File: src/rtl/axis_tx_pkg.sv
// Shared types and helpers for the AXI-Stream frame transmitter.
//   DATA_W / KEEP_W : beat width in bits and byte enables
//   state_t         : transmitter FSM states
//   keep_last()     : byte enables of a frame's final beat from len mod 8
//   beat_data()     : 64-bit little-endian beat of the seed+index pattern,
//                     with lanes outside keep forced to zero
package axis_tx_pkg;

  localparam int DATA_W = 64;
  localparam int KEEP_W = 8;

  typedef enum logic [1:0] {IDLE, SEND, GAP} state_t;

  // A residue of 0 means the last beat is full; otherwise r low lanes are
  // enabled. Shifting by (8 - r) mod 8 covers both cases in one expression.
  function automatic logic [KEEP_W-1:0] keep_last(input logic [2:0] len_rem);
    keep_last = 8'hFF >> (3'd0 - len_rem);
  endfunction

  // Byte 8*beat_idx + k of the frame equals seed + 8*beat_idx + k (mod 256);
  // the 8-bit shift wraps exactly as the byte arithmetic does.
  function automatic logic [DATA_W-1:0] beat_data(input logic [7:0]        seed,
                                                  input logic [7:0]        beat_idx,
                                                  input logic [KEEP_W-1:0] keep);
    logic [7:0] base;
    beat_data = '0;
    base      = seed + (beat_idx << 3);
    for (int k = 0; k < KEEP_W; k++) begin
      beat_data[8*k +: 8] = keep[k] ? (base + 8'(k)) : 8'h00;
    end
  endfunction

endpackage

File: src/rtl/axis_frame_tx.sv
// AXI-Stream frame transmitter: each accepted (len, seed, err) request becomes
// one 64-bit AXIS frame of ceil(len/8) beats whose byte i is (seed + i) mod 256.
// Ports:
//   eth_clk, eth_rst            clock, synchronous active-high reset
//   req_valid/req_ready         request handshake; req_len, req_seed, req_err
//   m_axis_t{valid,ready,data,keep,last,user}  AXIS master beat interface
//   busy                        high while sending or in the inter-frame gap
//   len_err                     one-cycle pulse when a request length is rejected
//   frames_sent, bytes_sent     completed-frame statistics, wrapping mod 2^32
module axis_frame_tx
  import axis_tx_pkg::*;
#(
  parameter int MIN_LEN    = 60,
  parameter int MAX_LEN    = 1518,
  parameter int IFG_CYCLES = 2
) (
  input  logic              eth_clk,
  input  logic              eth_rst,
  input  logic              req_valid,
  output logic              req_ready,
  input  logic [15:0]       req_len,
  input  logic [7:0]        req_seed,
  input  logic              req_err,
  output logic              m_axis_tvalid,
  input  logic              m_axis_tready,
  output logic [DATA_W-1:0] m_axis_tdata,
  output logic [KEEP_W-1:0] m_axis_tkeep,
  output logic              m_axis_tlast,
  output logic              m_axis_tuser,
  output logic              busy,
  output logic              len_err,
  output logic [31:0]       frames_sent,
  output logic [31:0]       bytes_sent
);

  localparam logic [15:0] MIN_L    = 16'(MIN_LEN);
  localparam logic [15:0] MAX_L    = 16'(MAX_LEN);
  localparam logic [7:0]  GAP_LAST = 8'((IFG_CYCLES > 0) ? IFG_CYCLES - 1 : 0);

  state_t      state, state_nx;
  logic        run;        // low during reset and its release cycle; gates req_ready
  logic [15:0] len_q;
  logic [7:0]  seed_q;
  logic        err_q;
  logic [7:0]  beat_idx;
  logic [7:0]  last_idx;
  logic [7:0]  gap_cnt;
  logic        len_ok;
  logic        accept;
  logic        last_beat;
  logic        beat_hs;

  assign len_ok    = (req_len >= MIN_L) && (req_len <= MAX_L);
  assign accept    = req_valid && run && (state == IDLE);
  assign last_beat = (beat_idx == last_idx);
  assign beat_hs   = (state == SEND) && m_axis_tready;
  assign busy      = (state != IDLE);

  always_comb begin
    state_nx      = state;
    req_ready     = 1'b0;
    m_axis_tvalid = 1'b0;
    m_axis_tdata  = '0;
    m_axis_tkeep  = '0;
    m_axis_tlast  = 1'b0;
    m_axis_tuser  = 1'b0;
    case (state)
      IDLE: begin
        req_ready = run;
        if (accept && len_ok) state_nx = SEND;
      end
      SEND: begin
        m_axis_tvalid = 1'b1;
        m_axis_tkeep  = last_beat ? keep_last(len_q[2:0]) : 8'hFF;
        m_axis_tdata  = beat_data(seed_q, beat_idx, m_axis_tkeep);
        m_axis_tlast  = last_beat;
        m_axis_tuser  = last_beat && err_q;
        if (m_axis_tready && last_beat) state_nx = (IFG_CYCLES == 0) ? IDLE : GAP;
      end
      GAP: begin
        if (gap_cnt == GAP_LAST) state_nx = IDLE;
      end
      default: state_nx = IDLE;
    endcase
  end

  // Control and statistics registers
  always_ff @(posedge eth_clk) begin
    if (eth_rst) begin
      state       <= IDLE;
      run         <= 1'b0;
      len_err     <= 1'b0;
      gap_cnt     <= '0;
      beat_idx    <= '0;
      frames_sent <= '0;
      bytes_sent  <= '0;
    end else begin
      state   <= state_nx;
      run     <= 1'b1;
      len_err <= accept && !len_ok;
      gap_cnt <= (state == GAP) ? gap_cnt + 8'd1 : 8'd0;
      if (accept && len_ok) beat_idx <= '0;
      else if (beat_hs)     beat_idx <= beat_idx + 8'd1;
      if (beat_hs && last_beat) begin
        frames_sent <= frames_sent + 32'd1;
        bytes_sent  <= bytes_sent + {16'd0, len_q};
      end
    end
  end

  // Request fields captured at acceptance
  always_ff @(posedge eth_clk) begin
    if (accept && len_ok) begin
      len_q    <= req_len;
      seed_q   <= req_seed;
      err_q    <= req_err;
      last_idx <= 8'(((req_len + 16'd7) >> 3) - 16'd1);
    end
  end

endmodule
File: config.mk
export PLATFORM = sky130hd
export DESIGN_NAME = axis_frame_tx
export DESIGN_NICKNAME = d
export VERILOG_FILES = /design/src/rtl/axis_tx_pkg.sv /design/src/rtl/axis_frame_tx.sv
export SDC_FILE = /design/constraint.sdc
export NUM_CORES = 1
export LEC_CHECK = 0
export BUFFER_PORTS_ARGS = -buffer_cell sky130_fd_sc_hd__buf_2
export CORE_ASPECT_RATIO = 1.5
export CORE_UTILIZATION = 50
export CTS_CLUSTER_SIZE = 25
export DETAILED_ROUTE_END_ITERATION = 10
export GPL_TIMING_DRIVEN = 1
export PLACE_DENSITY = 0.77
export SLEW_MARGIN = 30
export SYNTH_ARGS = -nofsm -noshare
export SYNTH_HDL_FRONTEND = slang
export SYNTH_SLANG_ARGS = --single-unit
File: constraint.sdc
create_clock -name eth_clk -period 9.24 [get_ports eth_clk]
set_input_delay 1.848 -clock eth_clk [delete_from_list [all_inputs] [get_ports eth_clk]]
set_output_delay 1.848 -clock eth_clk [all_outputs]
set_load 0.02 [all_outputs]
==> impl_results.md <==
* Outcome: finished, final reports clean
* Ports at 171
* Final setup vio count at 0
* Worst hold stages at 2
* Post-cts sizing count at 0
* Setup CP Type: reg2out
* Fin. Hold Viols at 0
* Syn avg cell area at 8.59 µm²
* Largest buffer count on any clock path at 2
* Post-CTS Setup Bufs at 0
* Core Area at 13100 µm²
* WL/cell at 14.9 µm
* Clk_lat worst skew at 400 ps
* Worst rel slew slack at 38.6%
* Fin. max-slew vios at 0
* Share of cells above drive strength 1 at 22.6%
* Synth Warn # at 0
* DR DRC count at 0
* Num CTS Buffers at 17
* Period utilisation layout at 53.2%
* Reg area at 2670 µm²
* Layout Skew at 10.2 ps
* #FFs+latches synth at 117
* Crit-path max cell delay at 710 ps
* Worst path required time at 7390 ps
* Post-Syn Nets at 864
* Die X at 97.4 µm
* Clk root buf: clkbuf_16
* Chip height at 145 µm
* Hold Buf Count CTS at 0
* Final worst-path setup slack at 4320 ps
* R2R cell count at 8
* Vias post-DR at 6099
* Fillcell total at 1162
* First-pass GRT wire length at 27.8 mm
* Power per cell area at 144 nW/µm²
* DRT Pass-1 Iters at 4
* Hpwl dp at 12.2 mm
* Sink Count at 117
* Initial antenna violation count at 0
* Max Cap Viol at 0
* Setup TNS at 0 ps
* H-tree depth at 4
* WP data arrival at 3070 ps
* Routed WL at 16.9 mm
* Pin count of the biggest net entering global routing at 69
* Unrepaired setup endpoints after global routing: no
* Delay-heaviest family, CP: simple AND/OR/NAND/NOR gates
* Hold Path Class: reg2reg
* Num rows at 51
* Gr usage total at 24.1%
* Area delta synth->final at 23.1%
* Tmin final at 4920 ps
* Buffers & Inverters on Critical Path at 2
* Fmax at 0.203 GHz
* Sequential area share after synthesis at 39.1%
* Cell area after synthesis at 6830 µm²
* Startpoint Class: register
* Worst-Margin Slew at 914 ps
* Worst-path fanout max at 14
* Die area at 14100 µm²
* Crit-path slowest cell: fa_1
* WP depth at 9
* Global route total overflow at 0
* Initial DRC Count at 230
* Dpl ws at 4730 ps
* Gpl congestion at 0.840
* Crit-path cells: ha_1 > inv_1 > fa_1 > nand2b_1 > nor3_1 > nand2b_1 > xnor2_1 > nor2_1 > buf_2
* # port buffers at 170
* Starting density of the core at 52.0%
* Vias in the first global route at 5725
* Nature of the critical path endpoint: output port
* Nets at 1030
* Multi-input combinational cell area at 3930 µm²
* Antenna fix cells at 0
* VDD IR max at 0.191 mV
* P_leak at 0.00380 µW
* Yosys cell types at 53
* Final ANT Viol Nets at 0
* Vias per cell at 5.39
* Most frequent CP cell: nand2b_1
* Clock-pin slew on the worst setup and hold paths at 50 ps
* CTS tree: done
* Synth Instances at 795
sequential cells by signal, indices dropped and copies added (netlist names):
signal       flops
beat_idx         8
bytes_sent      32
err_q            1
frames_sent     32
gap_cnt          8
last_idx         8
len_err          1
len_q           16
run              1
seed_q           8
state            2
layout by cell type (no fill, tap or decap), types with 5 or more instances in the layout:
cell and instances:
nand4_1 13, and3_1 13, or3_1 12, nor3_1 17, and2_1 7, nand3_1 30, nand2b_1 7, buf_2 170
o211ai_1 7, ha_1 38, xnor2_1 54, dfxtp_1 84, a21oi_1 47, xor2_1 62, o21ai_0 18, clkbuf_16 19
nand2_1 74, nor2_1 139, nor3_2 5, a21o_1 9, inv_1 31, nor2b_1 8, edfxtp_1 33
worst reg2reg max path: stages (launching register included):
cell and delay (ps):
dfxtp_1 310, nand2b_1 350, inv_2 270, and2_1 340, nand3_2 520, a21oi_1 590
nand3_1 250, or4_1 440, a21oi_1 170
final cells by class:
cell class / count / share of cell area (%)
clock buffers: 25 / 6.28
clock inverters: 6 / 0.729
inverters: 32 / 1.43
multi-input cells: 620 / 46.8
flip-flops and latches: 117 / 31.8
repair buffers: 173 / 10.6
well taps: 159 / 2.37
layer usage:
layer  global-route usage [%]  part of all wire [%]
met1                     27.0                    40
met2                     44.1                    54
met3                     4.29                   3.9
met4                     10.4                   2.5
met5                        0                     0
cells by family after synthesis:
logic type / count (synthesis) / share of synthesized area [%]
flip-flops: 117 / 39.1
buffers and inverters: 58 / 3.48
XOR/XNOR: 117 / 15.0
adder cells (fa/ha/maj): 40 / 7.55
AO/OA/AOI/OAI: 114 / 10.1
AND/OR/NAND/NOR: 349 / 24.7
stage by stage:
step	utilization (%)	cells	hold slack [ps]	area, µm²	power (µW)
6_report	64.0	1132	473	8410	1210
2_1_floorplan	-	795	453	6830	560
3_3_place_gp	59.2	1100	462	7780	576
5_1_grt	64.0	1132	503	8410	1250
4_1_cts	63.8	1131	479	8380	1220
3_5_place_dp	59.3	1100	469	7790	576
worst paths after layout:
check	from	end	slack, ps
max	beat_idx[0]	m_axis_tdata[63]	4320
max reg2reg	state[1]	bytes_sent[26]	5940
min	bytes_sent[12]	bytes_sent[12]	470
min reg2reg	bytes_sent[12]	bytes_sent[12]	470
report_power, final:
part / switching, µW / internal (µW) / leakage, µW
sequential: 0.557 / 529 / 0.000974
combinational: 23.4 / 12.8 / 0.00254
clock: 225 / 422 / 0.000291
total: 249 / 964 / 0.00380
cell usage after synthesis, drive strengths merged:
cell / count / share of area [%]
ha: 38 / 7.0
a21oi: 47 / 3.4
a211o: 1 / 0.13
fa: 2 / 0.59
nor4: 7 / 1.3
nor3: 22 / 2.0
clkbuf: 21 / 1.2
nand4bb: 1 / 0.16
xor2: 63 / 8.1
a221oi: 1 / 0.13
nand3b: 2 / 0.22
nand2b: 7 / 0.64
nor2: 139 / 7.6
o21bai: 3 / 0.33
xnor2: 54 / 6.9
o211ai: 7 / 0.77
nor2b: 9 / 0.82
or4b: 1 / 0.15
inv: 32 / 1.8
edfxtp: 33 / 15
nor3b: 1 / 0.11
o31ai: 2 / 0.22
or4: 4 / 0.49
a31o: 1 / 0.13
o2111ai: 2 / 0.26
or3: 12 / 1.1
buf: 5 / 0.55
a21o: 9 / 0.99
o41ai: 2 / 0.26
a21boi: 3 / 0.33
dfxtp: 84 / 25
and4: 2 / 0.26
nand3: 32 / 2.5
o21ai: 22 / 1.6
or2: 3 / 0.27
a31oi: 4 / 0.37
and3: 13 / 1.2
o21a: 4 / 0.44
o311ai: 1 / 0.13
o2bb2ai: 1 / 0.13
nand4: 13 / 1.2
and2: 7 / 0.64
a211oi: 4 / 0.44
nand2: 74 / 4.1
No activity file was read; power rests on OpenSTA's default activity.
